--- src/rtl/dap_pkg.sv ---
// Shared types and constants for the DAP read-return buffer.
package dap_pkg;

    typedef enum logic [1:0] {
        OKAY   = 2'b00,
        SLVERR = 2'b01,
        BUSY   = 2'b10
    } dap_resp_e;

    // Access-port select codes
    localparam logic [7:0] APB  = 8'h00;
    localparam logic [7:0] AHB  = 8'h01;
    localparam logic [7:0] AXI  = 8'h02;
    localparam logic [7:0] JTAG = 8'h03;

    localparam int OVF_CNT_W = 8;

    // Width of an index into n items; never narrower than one bit
    function automatic int idx_w(input int n);
        return (n > 1) ? $clog2(n) : 1;
    endfunction

endpackage

--- src/rtl/dap_rr_arb.sv ---
// Round-robin arbiter: one-hot grant among requesters, searching from the
// rr pointer. The pointer moves past the grantee only when adv is high.
module dap_rr_arb
    import dap_pkg::*;
#(
    parameter int N = 2,
    localparam int IDX_W = idx_w(N)
) (
    input  logic             clk,
    input  logic             rstn,
    input  logic             clr,
    input  logic [N-1:0]     req,
    input  logic             adv,
    output logic [N-1:0]     gnt,
    output logic [IDX_W-1:0] gnt_idx
);

    logic [IDX_W-1:0] rr_ptr;

    // First requester at or after rr_ptr, wrapping modulo N
    always_comb begin
        logic found;
        int   idx;
        gnt     = '0;
        gnt_idx = '0;
        found   = 1'b0;
        idx     = 0;
        for (int k = 0; k < N; k++) begin
            idx = int'(rr_ptr) + k;
            if (idx >= N) idx = idx - N;
            if (!found && req[idx]) begin
                found        = 1'b1;
                gnt[idx]     = 1'b1;
                gnt_idx      = IDX_W'(idx);
            end
        end
    end

    // Pointer advances to grantee+1 on a taken grant; clr returns it to 0
    always_ff @(posedge clk or negedge rstn) begin
        if (!rstn) begin
            rr_ptr <= '0;
        end else if (clr) begin
            rr_ptr <= '0;
        end else if (adv && (|req)) begin
            if (int'(gnt_idx) == N - 1) rr_ptr <= '0;
            else                        rr_ptr <= gnt_idx + IDX_W'(1);
        end
    end

endmodule

--- src/rtl/dap_ap_rbuf.sv ---
// DAP read-return buffer: per-AP one-entry holding slots drained round-robin
// into a shared first-word-fall-through FIFO with source tag, level, flush and
// sticky overflow. Define DAP_RBUF_OVF_CNT_EN to build the saturating
// dropped-push counter; otherwise ovf_cnt reads as zero.
//
// Handshake: a push on channel i is taken when push[i] & push_rdy[i]; a push
// with push_rdy[i] low is dropped and flagged. The read side presents the head
// while rvalid is high; pop consumes it, pop with rvalid low is ignored.
module dap_ap_rbuf
    import dap_pkg::*;
#(
    parameter int NUM_AP = 2,
    parameter int DATA_W = 32,
    parameter int RESP_W = 2,
    parameter int DEPTH  = 64,
    localparam int SRC_W = idx_w(NUM_AP),
    localparam int PTR_W = $clog2(DEPTH),
    localparam int LVL_W = $clog2(DEPTH) + 1
) (
    input  logic                     clk,
    input  logic                     rstn,
    input  logic                     flush,
    input  logic [NUM_AP-1:0]        push,
    input  logic [NUM_AP*DATA_W-1:0] wdata,
    input  logic [NUM_AP*RESP_W-1:0] wresp,
    output logic [NUM_AP-1:0]        push_rdy,
    input  logic                     pop,
    output logic                     rvalid,
    output logic [DATA_W-1:0]        rdata,
    output logic [RESP_W-1:0]        rresp,
    output logic [SRC_W-1:0]         rsrc,
    output logic                     empty,
    output logic                     full,
    output logic [LVL_W-1:0]         level,
    output logic                     ovf,
    input  logic                     ovf_clr,
    output logic [OVF_CNT_W-1:0]     ovf_cnt
);

    logic [NUM_AP-1:0] slot_vld;
    logic [DATA_W-1:0] slot_data [NUM_AP];
    logic [RESP_W-1:0] slot_resp [NUM_AP];

    logic [NUM_AP-1:0] gnt;
    logic [NUM_AP-1:0] drain;
    logic [NUM_AP-1:0] drop;
    logic [SRC_W-1:0]  gnt_idx;
    logic              pop_ok;
    logic              do_drain;

    logic [DATA_W-1:0] mem_data [DEPTH];
    logic [RESP_W-1:0] mem_resp [DEPTH];
    logic [SRC_W-1:0]  mem_src  [DEPTH];
    logic [PTR_W-1:0]  wptr;
    logic [PTR_W-1:0]  rptr;

    assign empty  = (level == '0);
    assign full   = (level == LVL_W'(DEPTH));
    assign rvalid = ~empty;
    assign rdata  = empty ? '0 : mem_data[rptr];
    assign rresp  = empty ? '0 : mem_resp[rptr];
    assign rsrc   = empty ? '0 : mem_src[rptr];

    // A full FIFO still accepts a drain when the head is popped the same cycle
    assign pop_ok   = pop & ~empty & ~flush;
    assign do_drain = ~flush & (|slot_vld) & (~full | pop_ok);
    assign drain    = gnt & {NUM_AP{do_drain}};
    assign push_rdy = ~slot_vld | drain;
    assign drop     = push & ~push_rdy & {NUM_AP{~flush}};

    dap_rr_arb #(.N(NUM_AP)) u_arb (
        .clk     (clk),
        .rstn    (rstn),
        .clr     (flush),
        .req     (slot_vld),
        .adv     (do_drain),
        .gnt     (gnt),
        .gnt_idx (gnt_idx)
    );

    // Holding slots: capture accepted pushes, empty on drain or flush
    always_ff @(posedge clk or negedge rstn) begin
        if (!rstn) begin
            slot_vld <= '0;
            for (int i = 0; i < NUM_AP; i++) begin
                slot_data[i] <= '0;
                slot_resp[i] <= '0;
            end
        end else begin
            for (int i = 0; i < NUM_AP; i++) begin
                if (flush) begin
                    slot_vld[i] <= 1'b0;
                end else if (push[i] && push_rdy[i]) begin
                    slot_vld[i]  <= 1'b1;
                    slot_data[i] <= wdata[i*DATA_W +: DATA_W];
                    slot_resp[i] <= wresp[i*RESP_W +: RESP_W];
                end else if (drain[i]) begin
                    slot_vld[i] <= 1'b0;
                end
            end
        end
    end

    // FIFO storage, written with the granted slot; contents survive reset
    always_ff @(posedge clk) begin
        if (do_drain) begin
            mem_data[wptr] <= slot_data[gnt_idx];
            mem_resp[wptr] <= slot_resp[gnt_idx];
            mem_src[wptr]  <= gnt_idx;
        end
    end

    // Pointers and occupancy
    always_ff @(posedge clk or negedge rstn) begin
        if (!rstn) begin
            wptr  <= '0;
            rptr  <= '0;
            level <= '0;
        end else if (flush) begin
            wptr  <= '0;
            rptr  <= '0;
            level <= '0;
        end else begin
            if (do_drain) wptr <= wptr + PTR_W'(1);
            if (pop_ok)   rptr <= rptr + PTR_W'(1);
            if (do_drain && !pop_ok)      level <= level + LVL_W'(1);
            else if (!do_drain && pop_ok) level <= level - LVL_W'(1);
        end
    end

    // Sticky overflow: a drop in the same cycle outranks ovf_clr
    always_ff @(posedge clk or negedge rstn) begin
        if (!rstn)         ovf <= 1'b0;
        else if (|drop)    ovf <= 1'b1;
        else if (ovf_clr)  ovf <= 1'b0;
    end

`ifdef DAP_RBUF_OVF_CNT_EN
    logic [OVF_CNT_W-1:0] ovf_cnt_nxt;

    // Add this cycle's drops to the (possibly cleared) count, saturating
    always_comb begin
        int sum;
        sum = ovf_clr ? 0 : int'(ovf_cnt);
        for (int i = 0; i < NUM_AP; i++) sum = sum + int'(drop[i]);
        ovf_cnt_nxt = (sum > 255) ? 8'hFF : OVF_CNT_W'(sum);
    end

    // Dropped-push counter register
    always_ff @(posedge clk or negedge rstn) begin
        if (!rstn) ovf_cnt <= '0;
        else       ovf_cnt <= ovf_cnt_nxt;
    end
`else
    assign ovf_cnt = 8'h00;
`endif

endmodule

--- config.mk ---
export PLATFORM = sky130hd
export DESIGN_NAME = dap_ap_rbuf
export DESIGN_NICKNAME = d
export VERILOG_FILES = /design/src/rtl/dap_pkg.sv /design/src/rtl/dap_rr_arb.sv /design/src/rtl/dap_ap_rbuf.sv
export SDC_FILE = /design/constraint.sdc
export NUM_CORES = 2
export LEC_CHECK = 0
export CAP_MARGIN = 30
export CORE_MARGIN = 4
export CORE_UTILIZATION = 65
export CTS_CLUSTER_DIAMETER = 200
export DETAILED_ROUTE_END_ITERATION = 8
export PLACE_DENSITY = 0.82
export SLEW_MARGIN = 20
export SYNTH_ARGS = -nofsm -noshare
export SYNTH_HDL_FRONTEND = slang
export SYNTH_SLANG_ARGS = --single-unit
--- constraint.sdc ---
create_clock -name clk -period 5.5 [get_ports clk]
set_clock_uncertainty 0.2 [all_clocks]
set_input_delay 1.1 -clock clk [delete_from_list [all_inputs] [get_ports clk]]
set_output_delay 1.1 -clock clk [all_outputs]
set_load 0.005 [all_outputs]
---- After elaboration in Yosys (flattened, before gate mapping) ----
Memory sizes are Yosys's and may differ from the RTL's.
Cells that the tools add are included.
word-level totals
  register bits after elaboration ......... 91
  RAM bits ................................ 2240
  input port bits ......................... 75
  output and inout bits ................... 56
  logic and storage cells ................. 115
  memories ................................ 3
operators by class
  add/subtract/negate cells ............... 8
  order comparisons ....................... 7
  equality and inequality tests ........... 1
  mux-type cells .......................... 46
  bitwise gates (word level) .............. 16
  reduce and logical (&&, ||, !) cells .... 23
memory list
  memory    depth  bits a word  rd ports  clocked after memory_dff  wr ports  line               RTL
  mem_data  64     32           1         0                         1         dap_ap_rbuf.sv:51  logic [DATA_W-1:0] mem_data [DEPTH];
  mem_resp  64     2            1         0                         1         dap_ap_rbuf.sv:52  logic [RESP_W-1:0] mem_resp [DEPTH];
  mem_src   64     1            1         0                         1         dap_ap_rbuf.sv:53  logic [SRC_W-1:0] mem_src [DEPTH];
operators with widths
  operator                 number
  $mux W32                 6
  $ge A32 B1 Y1 const B    2
  $lt A32 B3 Y1 const B    2
  $ge A32 B3 Y1 const B    1
  $sub A32 B3 Y32 const B  1
  $mux W1                  25
  $mux W6                  4
  $mux W7                  3
  $add A6 B1 Y6 const B    2
  $mux W2                  6
  $reduce_bool A3 Y1       3
  $logic_and A1 B1 Y1      8
  $reduce_bool A2 Y1       4
  $add A7 B1 Y7 const B    1
  $eq A7 B7 Y1 const B     1
  $logic_not A7 Y1         1
  $sub A7 B1 Y7 const B    1
  $and A2 B2 Y2            3
  $and A1 B1 Y1            4
  $not A2 Y2               2
  $or A2 B2 Y2             2
  $reduce_and A2 Y1        2
  $reduce_or A2 Y1         2
  $logic_not A1 Y1         3
  9 further kinds          12

---- Longest topological paths before layout ----
  word-level depth ........................ 16
  depth in mapped cells ................... 12
  gate-level depth less buffers ........... 11

---- By module ----
From an unflattened synthesis, not the netlist that was laid out.
second synthesis, totals
  cell total of the unflattened synthesis .. 3845
  area total of the unflattened synthesis .. 89874.9 um^2
modules (own cells, without submodules)
  module       times used  cells an instance  area an instance (um^2)  sequential area each (um^2)
  dap_ap_rbuf  1           3837               89797.4                  69516.7
  dap_rr_arb   1           8                  77.6                     25.0

---- Least setup slack after synthesis ----
OpenSTA, ideal clock, no wires.
  path type ............................... input -> register
  start ................................... input port flush
  end ..................................... memory mem_data[59][0], enable pin
  library setup time ...................... 0.427 ns
  arrival time ............................ 3.788 ns
  data required time ...................... 4.873 ns
  path slack .............................. 1.085 ns
  cell stages on the path ................. 6
  path buffers ............................ 2
  cell sequence ........................... clkbuf_1 -> o21bai_1 -> a41oi_2 -> clkbuf_1 -> nand3_1 -> nor2_1
on the way
  cells in the longest elaborated chain, start to end .. 6
  elaborated cells between the ends (all ways) .. 7
  those cells by class .................... 2 x mux; 5 x bitwise
ends and longest elaborated chain
  item                               line                RTL
  from (decl)                        dap_ap_rbuf.sv:22   input logic flush,
  $not A1 Y1 (no line) (*)           --
  $and A1 B1 Y1                      dap_ap_rbuf.sv:65   assign pop_ok = pop & ~empty & ~flush;
  $or A1 B1 Y1                       dap_ap_rbuf.sv:66   assign do_drain = ~flush & (|slot_vld) & (~full | pop_ok);
  $and A1 B1 Y1 (*)                  dap_ap_rbuf.sv:66
  $mux W1 (*)                        dap_ap_rbuf.sv:106  if (do_drain) begin
  $mux W1 (implied by the code) (*)  dap_ap_rbuf.sv:107  mem_data[wptr] <= slot_data[gnt_idx];
  to (decl)                          dap_ap_rbuf.sv:51
Mark *: on every way between the ends. The rest lies on a longest branch, timed or not.

---- Worst setup path in the final report ----
  start ................................... register rptr[0]
  end ..................................... output port rdata[21]
on the way
  cells in the longest elaborated chain, start to end .. 2
ends and longest elaborated chain
  item                    line                RTL
  from (decl)             dap_ap_rbuf.sv:55   logic [PTR_W-1:0] rptr;
  from (signal assigned)  dap_ap_rbuf.sv:125  if (pop_ok) rptr <= rptr + PTR_W'(1);
  $mem_v2 Z64 W32         --
  $mux W32                dap_ap_rbuf.sv:60   assign rdata = empty ? '0 : mem_data[rptr];
  to (decl)               dap_ap_rbuf.sv:29   output logic [DATA_W-1:0] rdata,
Every way passes these cells.

==> results by group <==
STA
  • Aggregate negative setup slack: -0.168 ns
  • Share of the cycle needed by the critical path after routing: 1.01
  • Final worst slack: -0.0416 ns
  • F_max: 180 MHz
  • Fin. Hold Viols: 0
  • Final setup viols: 6
  • Max-slew violations: 0
  • Slew Limit Headroom: 0.320
  • Fin crit period: 5.54 ns
  • Least-Margin Pin Slew: 1.02 ns

Yosys
  • Top_reg_cell synth: edfxtp_1
  • Most frequent cells after synthesis: edfxtp_1 (2240), mux4_2 (639), nand2_1 (154)
  • Sequential-to-total area share from yosys stat: 0.775
  • Cell taking the most area after synthesis: edfxtp_1
  • Synth Instances: 3880
  • Mean Syn Cell Area: 23.1 um2
  • Count leader, synth: edfxtp_1
  • Yosys warnings: 0
  • Yosys reg bits: 2331
  • Synth top area share: 0.749
  • Netlist cell types: 67
  • Post-synth EDFFs: 2240
  • Asr flop ratio synth: 0.0390
  • Synth top area cells: edfxtp_1 (75%), mux4_2 (16%), dfrtp_1 (2.5%)
  • Cell area after synthesis: 89800 um2

Run status
  • Outcome: finished with violations
  • Violated checks: negative setup slack

Clock network
  • Clock Latency Late Sink: 0.85 ns
  • CTS tree: done
  • H-Tree Depth: 4
  • Cts bufs inserted: 217
  • Clock-pin slew on the worst setup and hold paths: 0.07 ns
  • Root Buffer: clkbuf_16
  • CTS Buffer Depth: 3
  • CTS sink cnt: 2331

Critical path
  • Reg-to-reg endpoint: level[6]$_DFFE_PN0P_
  • FF-to-FF Start: level[0]$_DFFE_PN0P_
  • WS Path Type: register to output pin
  • Worst Path Required: 4.20 ns
  • Max FO, Critical Path: 12
  • Startpoint types: register
  • WP data arrival: 4.24 ns
  • Reg2Reg Depth: 12
  • CP endpoint: rdata[21]
  • Reg2reg setup slack: 1.57 ns
  • CP endpoint kind: output pin
  • CP startpoint: rptr[0]$_DFFE_PN0P_

Routing
  • Iteration-0 DRC count of the detailed router: 9123
  • DRC errors left: 0
  • Post-DRT Antenna Nets: 0
  • Via count: 47500
  • DR vias/cell: 7.65
  • Post-DR wirelength/cell: 44.0 um
  • Total Routed Length: 273000 um
  • Drt pass-1 iters: 9

Layout
  • Area delta synth->final: 14.9%
  • FF/Latch Area: 69600 um2
  • Fin nets: 4311
  • Share of cells above drive strength 1: 0.315
  • Area of the multi-input gates: 19700 um2
  • Filler cells: 6648
  • Final Util: 0.751

Pwr
  • Gate power share: 0.232
  • Clock network fraction of total power: 0.329
  • Power Internal: 34.3 mW
  • Leak pwr: 32.3 nW
  • Switching share of power: 0.277
  • Peak supply drop: 0.467 mV
  • Sequential power share: 0.440
  • Sw power: 13.1 mW
  • Power per cell area: 460 nW/um2

GRT
  • Total track usage: 0.373
  • Global route total overflow: 0
  • Initial antenna violation count: 4
  • Largest net degree at the start of global routing: 78
  • First-pass GRT wire length: 373000 um
  • Vias in the first global route: 48500

Floorplanning
  • I/O Pins: 131
  • FP Rows: 136
  • Starting density of the core: 0.654
  • Die footprint: 144000 um2
  • Die W: 380 um
  • CORE AREA: 137000 um2
  • Die height: 380 um

Place
  • Port-buffer cells: 122
  • Routability cong.: 0.834
  • Post-DP HPWL: 130000 um

Worst hold path
  • Worst hold-check path type: input pin to asynchronous set/reset pin

Job
  • Maxcap violations: 0
-- repair_timing --
item | CTS | global route
gates cloned | 2 | 6
hold buffers | 0 | 0
gates resized for setup | 30 | 18
buffers inserted | 3 | 5
endpoints found under the setup margin | 32 | 16
pin swaps | 0 | 4
-- layout by cell type, fill, tap and decap left out, drive strengths merged, types with 8 or more instances in the layout --
master and n:
a211oi 17, a21oi 19, a22oi 29, a32oi 35, and2 10, buf 207
bufinv 28, clkbuf 270, clkdlybuf4s50 121, clkinv 93, clkinvlp 11, conb 8
dfrtp 91, edfxtp 2240, ha 8, inv 21, mux2 104, mux2i 64
mux4 639, nand2 154, nand3 18, nor2 104, nor2b 9, o21ai 27
-- cells by family (layout without fill, tap and decap cells) --
family,Yosys count,in the layout,synth area share
adder cells (fa/ha/maj),9,9,0.00134
flip-flops,2331,2331,0.775
multiplexers,807,807,0.181
XOR/XNOR,10,10,0.000976
AND/OR/NAND/NOR,330,330,0.0158
AO/OA/AOI/OAI,165,165,0.0134
other,1,9,0.0000418
buffers and inverters,227,753,0.0132
-- power by group through the flow --
| stage | Combinational, mW | Clock [mW] | Sequential, mW |
|---|---|---|---|
| floorplan | 6.47 | 0 | 21.2 |
| global placement | 9.33 | 0 | 21.3 |
| detailed placement | 9.87 | 0 | 21.3 |
| CTS | 10.4 | 15.4 | 20.8 |
| global route | 11.4 | 16.4 | 20.9 |
| finish | 11.0 | 15.6 | 20.8 |
-- stage by stage --
| step | setup WS [ns] | cell area [um2] | hold WS (ns) | instances | power, mW |
|---|---|---|---|---|---|
| after floorplan | 1.09 | 89800 | 0.259 | 3887 | 27.6 |
| after global placement | 0.570 | 94900 | 0.269 | 5763 | 30.6 |
| after detailed placement | 0.490 | 95400 | 0.277 | 5786 | 31.1 |
| after CTS | 0.00877 | 103000 | 0.0687 | 6196 | 46.7 |
| after global routing | -0.0151 | 103000 | 0.102 | 6207 | 48.6 |
| final | -0.0416 | 103000 | 0.0930 | 6208 | 47.4 |
-- state kept, by name, summed over array words and instances, names as in the netlist --
signal / cells
wptr: 6
ovf: 1
slot_resp: 4
mem_resp: 128
mem_src: 64
slot_data: 64
mem_data: 2048
rptr: 6
u_arb.rr_ptr: 1
level: 7
slot_vld: 2
-- final cells by class --
cell class                      count  share of cell area
Clock inverter                    141              0.0148
Antenna cell                        1           0.0000243
Clock buffer                      264              0.0549
Multi-Input combinational cell   1329               0.191
Inverter                           12            0.000607
Timing Repair Buffer              336              0.0425
Tap cell                         1794              0.0218
Sequential cell                  2331               0.674
-- layer usage --
layer / global-route usage / share of wire / up-vias
met5: 0 / 0.00023 / -
met4: 0.204 / 0.071 / 2
met3: 0.106 / 0.15 / 1108
met2: 0.581 / 0.48 / 5099
met1: 0.487 / 0.30 / 24200
li1: - / - / 17100
-- worst min-delay path by stage --
stage / from / cells past startpoint / slack [ns] / endpoint
after global routing: rstn / 1 / 0.10 / level[5]$_DFFE_PN0P_
after CTS: rstn / 1 / 0.07 / level[5]$_DFFE_PN0P_
after floorplan: slot_data[2]$_DFFE_PN0P_ / 1 / 0.26 / slot_data[2]$_DFFE_PN0P_
after detailed placement: slot_data[3]$_DFFE_PN0P_ / 1 / 0.28 / slot_data[3]$_DFFE_PN0P_
after global placement: slot_data[3]$_DFFE_PN0P_ / 1 / 0.27 / slot_data[3]$_DFFE_PN0P_
final: rstn / 1 / 0.09 / level[5]$_DFFE_PN0P_
-- critical path, cell delays in order, from the launching register on --
cell	delay, ns
dfrtp_4	0.43
buf_12	0.25
buf_4	0.32
mux4_2	0.59
and2_1	0.21
a211oi_1	0.30
a21oi_1	0.11
a22oi_2	0.39
o31ai_1	0.26
clkdlybuf4s50_1	0.52
Note: power is estimated with default switching activity, not from simulation.
